[src/rtl/demux_4x4_buffered.sv]
// 1-to-4 registered demultiplexer with a one-entry valid/ready holding register
// per output channel, so a stalled consumer never blocks the other channels.
module demux_4x4_buffered #(
    parameter int WIDTH = 4
) (
    input  logic             clk,
    input  logic             rst,
    input  logic             in_valid,
    output logic             in_ready,
    input  logic [WIDTH-1:0] in_data,
    input  logic [1:0]       in_sel,
    output logic [3:0]       out_valid,
    input  logic [3:0]       out_ready,
    output logic [WIDTH-1:0] out_data_0,
    output logic [WIDTH-1:0] out_data_1,
    output logic [WIDTH-1:0] out_data_2,
    output logic [WIDTH-1:0] out_data_3,
    output logic             busy
);

    typedef enum logic {
        EMPTY = 1'b0,
        FULL  = 1'b1
    } chan_state_t;

    chan_state_t      state_q [4];
    chan_state_t      state_d [4];
    logic [WIDTH-1:0] data_q  [4];
    logic [WIDTH-1:0] data_d  [4];
    logic [3:0]       full;
    logic             acc;

    always_comb begin
        for (int unsigned k = 0; k < 4; k++) begin
            full[k] = (state_q[k] == FULL);
        end
    end

    // A full channel can still take a word in the cycle its consumer drains it.
    assign in_ready = ~full[in_sel] | out_ready[in_sel];
    assign acc      = in_valid & in_ready;

    always_comb begin
        for (int unsigned k = 0; k < 4; k++) begin
            state_d[k] = state_q[k];
            data_d[k]  = data_q[k];
            if (acc && (in_sel == 2'(k))) begin
                state_d[k] = FULL;
                data_d[k]  = in_data;
            end else if (full[k] && out_ready[k]) begin
                state_d[k] = EMPTY;
            end
        end
    end

    always_ff @(posedge clk) begin
        if (rst) begin
            for (int unsigned k = 0; k < 4; k++) begin
                state_q[k] <= EMPTY;
                data_q[k]  <= '0;
            end
        end else begin
            for (int unsigned k = 0; k < 4; k++) begin
                state_q[k] <= state_d[k];
                data_q[k]  <= data_d[k];
            end
        end
    end

    assign out_valid  = full;
    assign busy       = |full;
    assign out_data_0 = data_q[0];
    assign out_data_1 = data_q[1];
    assign out_data_2 = data_q[2];
    assign out_data_3 = data_q[3];

endmodule

[config.mk]
export PLATFORM = sky130hd
export DESIGN_NAME = demux_4x4_buffered
export DESIGN_NICKNAME = d
export VERILOG_FILES = /design/src/rtl/demux_4x4_buffered.sv
export SDC_FILE = /design/constraint.sdc
export NUM_CORES = 1
export LEC_CHECK = 0
export CAP_MARGIN = 10
export CELL_PAD_IN_SITES_DETAIL_PLACEMENT = 0
export CELL_PAD_IN_SITES_GLOBAL_PLACEMENT = 1
export CORE_MARGIN = 2
export CORE_UTILIZATION = 28
export DETAILED_ROUTE_END_ITERATION = 8
export PLACE_DENSITY = 0.72
export REMOVE_ABC_BUFFERS = 1
export SETUP_SLACK_MARGIN = 0.3
export SYNTH_ARGS = -nofsm -noshare
export SYNTH_HDL_FRONTEND = slang
export SYNTH_SLANG_ARGS = --single-unit
[constraint.sdc]
create_clock -name clk -period 1.13 [get_ports clk]
set_clock_uncertainty 0.15 [all_clocks]
set_input_delay 0.226 -clock clk [delete_from_list [all_inputs] [get_ports clk]]
set_output_delay 0.226 -clock clk [all_outputs]
set_load 0.05 [all_outputs]
==> results of run 1 <==
==> flip-flops by register name (all words and copies together) (netlist names) <==
signal,flops
state_q,4
data_q,16
==> logic make-up (layout without fill, tap and decap cells) <==
| kind of cell | count (synthesis) | in the layout |
|---|---|---|
| AND/OR/NAND/NOR | 33 | 33 |
| flip-flops | 20 | 20 |
| multiplexers | 17 | 17 |
| buffers and inverters | 7 | 65 |
| AO/OA/AOI/OAI | 4 | 4 |
==> worst paths after layout <==
check	startpoint	endpoint	slack (ps)	depth (start not counted)
max reg2reg	state_q[1]	data_q[1][0]	-270	4
min	data_q[1][0]	data_q[1][0]	350	2
min reg2reg	data_q[1][0]	data_q[1][0]	350	2
max	state_q[0]	in_ready	-620	3
==> routing by layer <==
layer	share of wire	vias to the layer above	track usage
met5	0	-	0
met4	0.010	0	0.0682
met3	0.030	2	0.0197
met2	0.57	20	0.264
met1	0.39	377	0.154
li1	-	389	-
==> metrics by stage <==
stage          worst slack, ps  hold slack (ps)  power, µW
3_5_place_dp              -725              356       1160
4_1_cts                   -630              348       1540
2_1_floorplan             -657              145        936
6_report                  -618              353       1540
5_1_grt                   -673              358       1620
3_3_place_gp              -695              344       1160
==> layout make-up <==
cell class                      instances  share of cell area
Tap cell                               33              0.0226
Timing Repair Buffer                   62               0.444
Multi-Input combinational cell         54               0.283
Clock buffer                            3              0.0123
Sequential cell                        20               0.237
==> repair_timing <==
action,4_1_cts,5_1_grt
endpoints found under the setup margin,42,42
setup buffers,8,6
endpoints found under the hold margin,0,0
cloned,0,0
resized for setup,63,3
pin swaps,8,2
==> power breakdown <==
group / switching (µW) / internal, µW / total [µW]
sequential: 28.1 / 730 / 758
combinational: 208 / 247 / 455
clock: 201 / 124 / 325
==> worst max-delay path: stages (launching register included) <==
cell	delay, ps
dfxtp_4	390
nand2b_4	60
mux4_2	470
buf_8	170
==> layout by cell type (no fill, tap or decap), types with 3 or more instances in the layout <==
master           count
buf_12              21
nand2b_1            18
dfxtp_2             17
mux2i_1             16
buf_6               14
buf_4               14
nand2b_4             6
dlygate4sd2_1        6
clkdlybuf4s50_1      5
a21oi_2              4
clkbuf_4             3
dfxtp_4              3
==> metrics.yaml, run 1 <==
global_route:
  grt_max_degree: 22
  gr-total-overflow: 0
  grt_pass1_vias: 810
  antenna_found_initial: 0
  grt_pass1_wl_um: 3660
  grt_usage: 0.142
floorplanning:
  core_mm2: 0.00298
  die_w_um: 59.5
  rows: 20
  initial_core_util: 0.289
  fp.dieH_um: 59.5
  boundaryPins: 35
  die_area_mm2: 0.00354
sta:
  fmax_ghz: 0.572
  period_minus_slack_ps: 1750
  slew_headroom: 0.826
  setup_viol: 42
  final_hold_viol_count: 0
  grt_setup_unrepaired: "yes"
  maxSlewViolCount: 0
  fin_ws_ps: -618
  tightestPinTransition_ps: 261
  finalSetupTns_ps: -5910
  fin_crit_sh: 1.55
yosys:
  synth_top_family_by_area: "simple AND/OR/NAND/NOR gates"
  synth.area.mux_share: 0.212
  synth_common_cells: "24 x nand2b_1, 20 x dfxtp_1, 16 x mux2i_1"
  synth_top_cell_area_share: 0.464
  yosys.area.top_type: "dfxtp_1"
  synthAdderAreaFrac: 0
  synthArstFlopShare: 0
  yosysMostFrequentCell: "nand2b_1"
  synthSimpleGateAreaFrac: 0.244
  synth_warnings: 0
  synth_edf_count: 0
  ys_types: 16
  synth-seq-cells: 20
  synth_ff_type: "dfxtp_1"
  synth_compound_area_frac: 0.0232
  synth_area_um2: 862
  ys_top_cells_by_area: "dfxtp_1 46%, mux2i_1 19%, nand2b_1 17%"
  postSynthAreaPerCell_um2: 10.6
  ys_seq_area_frac: 0.464
  syn_inst: 81
  synth_xor_area_frac: 0
clocking:
  cts_tree: "done"
  cts_max_level: 1
  cts.sinks: 20
  clk_pin_slew_worst_paths_ps: 110
  cts_made_buffers: 3
  clk_path_buf_depth: 2
  cts_root_buffer: "clkbuf_4"
  cts_hold_buf: 0
  clock_latency_ps: 290
run_status:
  status: "finished with violations"
  violations: "setup timing"
place:
  place_area_mm2: 0.00151
  port_buffers: 34
  globalplace.congestion: 0.771
  dpl.hpwl_um: 1640
  dp_cells: 155
routing:
  drtAntennaViolNets: 0
  drt_iter0_drc: 12
  wire_per_inst_um: 14.1
  drc: 0
  dr.pass1.iters: 4
  vias: 788
  totalWireLength_um: 2430
  viasPerCell: 4.58
pwr:
  power_density_mw_per_mm2: 843
  ir_worst_vdd_uv: 395
  power.leakage_uw: 0.000819
layout:
  n_antenna_cell: 0
  n_fill_cell: 254
  final_cells: 172
  final_area_mm2: 0.00182
  multi_input_area_um2: 517
  seq_area_um2: 433
  nets: 154
  syn2layout_area_growth_pct: 112
  drive_gt1_frac: 0.647
  utilization: 0.613
worst_setup_path:
  setup.worst_path.end_class: "output pin"
  cp-start-kind: "flop"
  critPathMaxFanout: 3
  arrival_ps: 1370
  critPathKind: "reg -> out"
  critPathRequiredTime_ps: 750
min_path:
  hold_class: "reg -> reg"
job:
  maxCapViolCount: 0
(Power assumes the default switching activity.)
==> run 2: changes to the inputs <==
--- a/config.mk
+++ b/config.mk
@@ -8,6 +8,7 @@
 export CAP_MARGIN = 10
 export CELL_PAD_IN_SITES_DETAIL_PLACEMENT = 0
 export CELL_PAD_IN_SITES_GLOBAL_PLACEMENT = 1
+export CORE_ASPECT_RATIO = 0.5
 export CORE_MARGIN = 2
 export CORE_UTILIZATION = 28
 export DETAILED_ROUTE_END_ITERATION = 8
==> run 2 against run 1 <==
  * The flow still finishes with violations (setup timing)
  * Sequential power hardly changed
  * Register-to-register slack lost 90 ps
  * Power rose by 14%
  * Hold slack worse by 100 ps
  * Critical path depth did not move
  * Clock power increased by 69%
  * Die area rose by 0.77%
==> metrics.yaml, run 2 (synthesis gave the netlist of run 1 again) <==
sta:
  setup_viol: 26
  fmax_ghz: 0.583
  final_hold_viol_count: 0
  maxSlewViolCount: 0
  grt_setup_unrepaired: "yes"
  holdWs_ps: 249
  period_minus_slack_ps: 1720
  fin_crit_sh: 1.52
  slew_headroom: 0.865
  fin_ws_ps: -585
  tightestPinTransition_ps: 202
place:
  port_buffers: 34
  pre_cts_ws_ps: -701
  dpl.hpwl_um: 1500
  globalplace.congestion: 0.683
routing:
  viasPerCell: 4.39
  drt_iter0_drc: 15
  drc: 0
  totalWireLength_um: 2350
  vias: 755
  dr.pass1.iters: 4
  drtAntennaViolNets: 0
  wire_per_inst_um: 13.6
global_route:
  antenna_found_initial: 0
  grt_pass1_wl_um: 3760
  gr-total-overflow: 0
  grt_max_degree: 13
  grt_usage: 0.145
  grt_pass1_vias: 778
layout:
  top_register: "data_q"
  drive_gt1_frac: 0.636
  top_regs: "data_q (16), state_q (4)"
  syn2layout_area_growth_pct: 108
  utilization: 0.607
  final_cell_mix: "21 x buf_12, 19 x nand2b_1, 16 x mux2i_1, 16 x dfxtp_2, 13 x buf_6"
  largest_register_ffs: 16
  final_common_cell: "buf_12"
  nets: 146
  n_antenna_cell: 0
worst_setup_path:
  critPathMaxFanout: 3
  setup.worst_path.end_class: "output pin"
  worstPathCellList: "nand2b_4 -> mux4_2 -> buf_8"
  cpPeakStageDelay_ps: 470
  ff2ff_path_depth: 5
  critPathKind: "reg -> out"
  r2r_slack_ps: -360
  r2r_start: "state_q[1]"
  worstSetupPathDepth: 3
  cp-start-kind: "flop"
  critPathRequiredTime_ps: 750
  cpLargestDelayFamily: "multiplexers"
  cp_slowest_cell: "mux4_2"
  crit_buf_inv: 1
  arrival_ps: 1340
  rr_endpoint: "data_q[1][3]"
  crit_path_end: "in_ready"
  crit_start: "state_q[0]"
pwr:
  power_density_mw_per_mm2: 977
  ir_worst_vdd_uv: 452
  power.leakage_uw: 0.000799
floorplanning:
  rows: 14
  core_mm2: 0.00296
  fp.dieH_um: 43.2
  die_w_um: 82.5
  initial_core_util: 0.291
  boundaryPins: 35
  die_area_mm2: 0.00357
clocking:
  clock_latency_ps: 260
  cts.sinks: 20
  cts_tree: "done"
  cts_made_buffers: 3
  clk_path_buf_depth: 2
  cts_hold_buf: 0
  cts_root_buffer: "clkbuf_8"
  cts_max_level: 1
  clk_pin_slew_worst_paths_ps: 70
min_path:
  hold_class: "in -> reg"
run_status:
  violations: "setup timing"
  status: "finished with violations"
job:
  maxCapViolCount: 0
## run 2: timing repair
| item | in CTS | in global routing |
|---|---|---|
| pin swaps | 6 | 2 |
| buffers inserted | 2 | 3 |
| cloned | 1 | 0 |
| gates resized for setup | 57 | 12 |
| setup endpoints to repair | 42 | 42 |
## run 2: how the worst min path moves through the flow
stage / startpoint / endpoint / slack [ps] / cells after the start
2_1_floorplan: rst / state_q[0] / 150 / 1
3_3_place_gp: data_q[0][2] / data_q[0][2] / 350 / 2
3_5_place_dp: data_q[1][1] / data_q[1][1] / 350 / 2
4_1_cts: out_ready[0] / state_q[0] / 230 / 3
5_1_grt: out_ready[0] / state_q[0] / 280 / 3
6_report: out_ready[0] / state_q[0] / 250 / 3
## run 2: worst min-delay path, delay by kind of cell
| family | cells | cell delay, ps |
|---|---|---|
| compound gates | 1 | 60 |
| buf+inv | 1 | 200 |
| simple gates | 1 | 130 |
## run 2: per-layer routing
metal  global-route usage  vias to the layer above  share of wire  wire [µm]
li1                     -                      377              -          -
met1                0.198                      368           0.47       1110
met2                0.231                       10           0.50       1170
met3               0.0383                        0          0.027         64
met4               0.0267                        0              0          0
met5                    0                        -              0          0
## run 2: stage by stage
step	instances	instance area [µm²]	TNS, ps	power [µW]
2_1_floorplan	74	813	-6650	936
5_1_grt	172	1800	-5780	1830
3_3_place_gp	162	1520	-10170	1160
6_report	172	1800	-4480	1750
3_5_place_dp	162	1520	-10300	1160
4_1_cts	169	1740	-4000	1750
## run 2: where the power goes
| part | total [µW] | internal, µW | switching (µW) |
|---|---|---|---|
| Sequential | 757 | 729 | 28.2 |
| Combinational | 450 | 246 | 205 |
| Clock | 548 | 310 | 237 |
| Total | 1750 | 1280 | 470 |
## run 2: cell type report
cell class,count,area (µm²)
timing repair buffer,54,764
clock buffer,4,55.1
fill,224,1160
multi-input combinational,54,492
tap,40,50.0
sequential,20,435
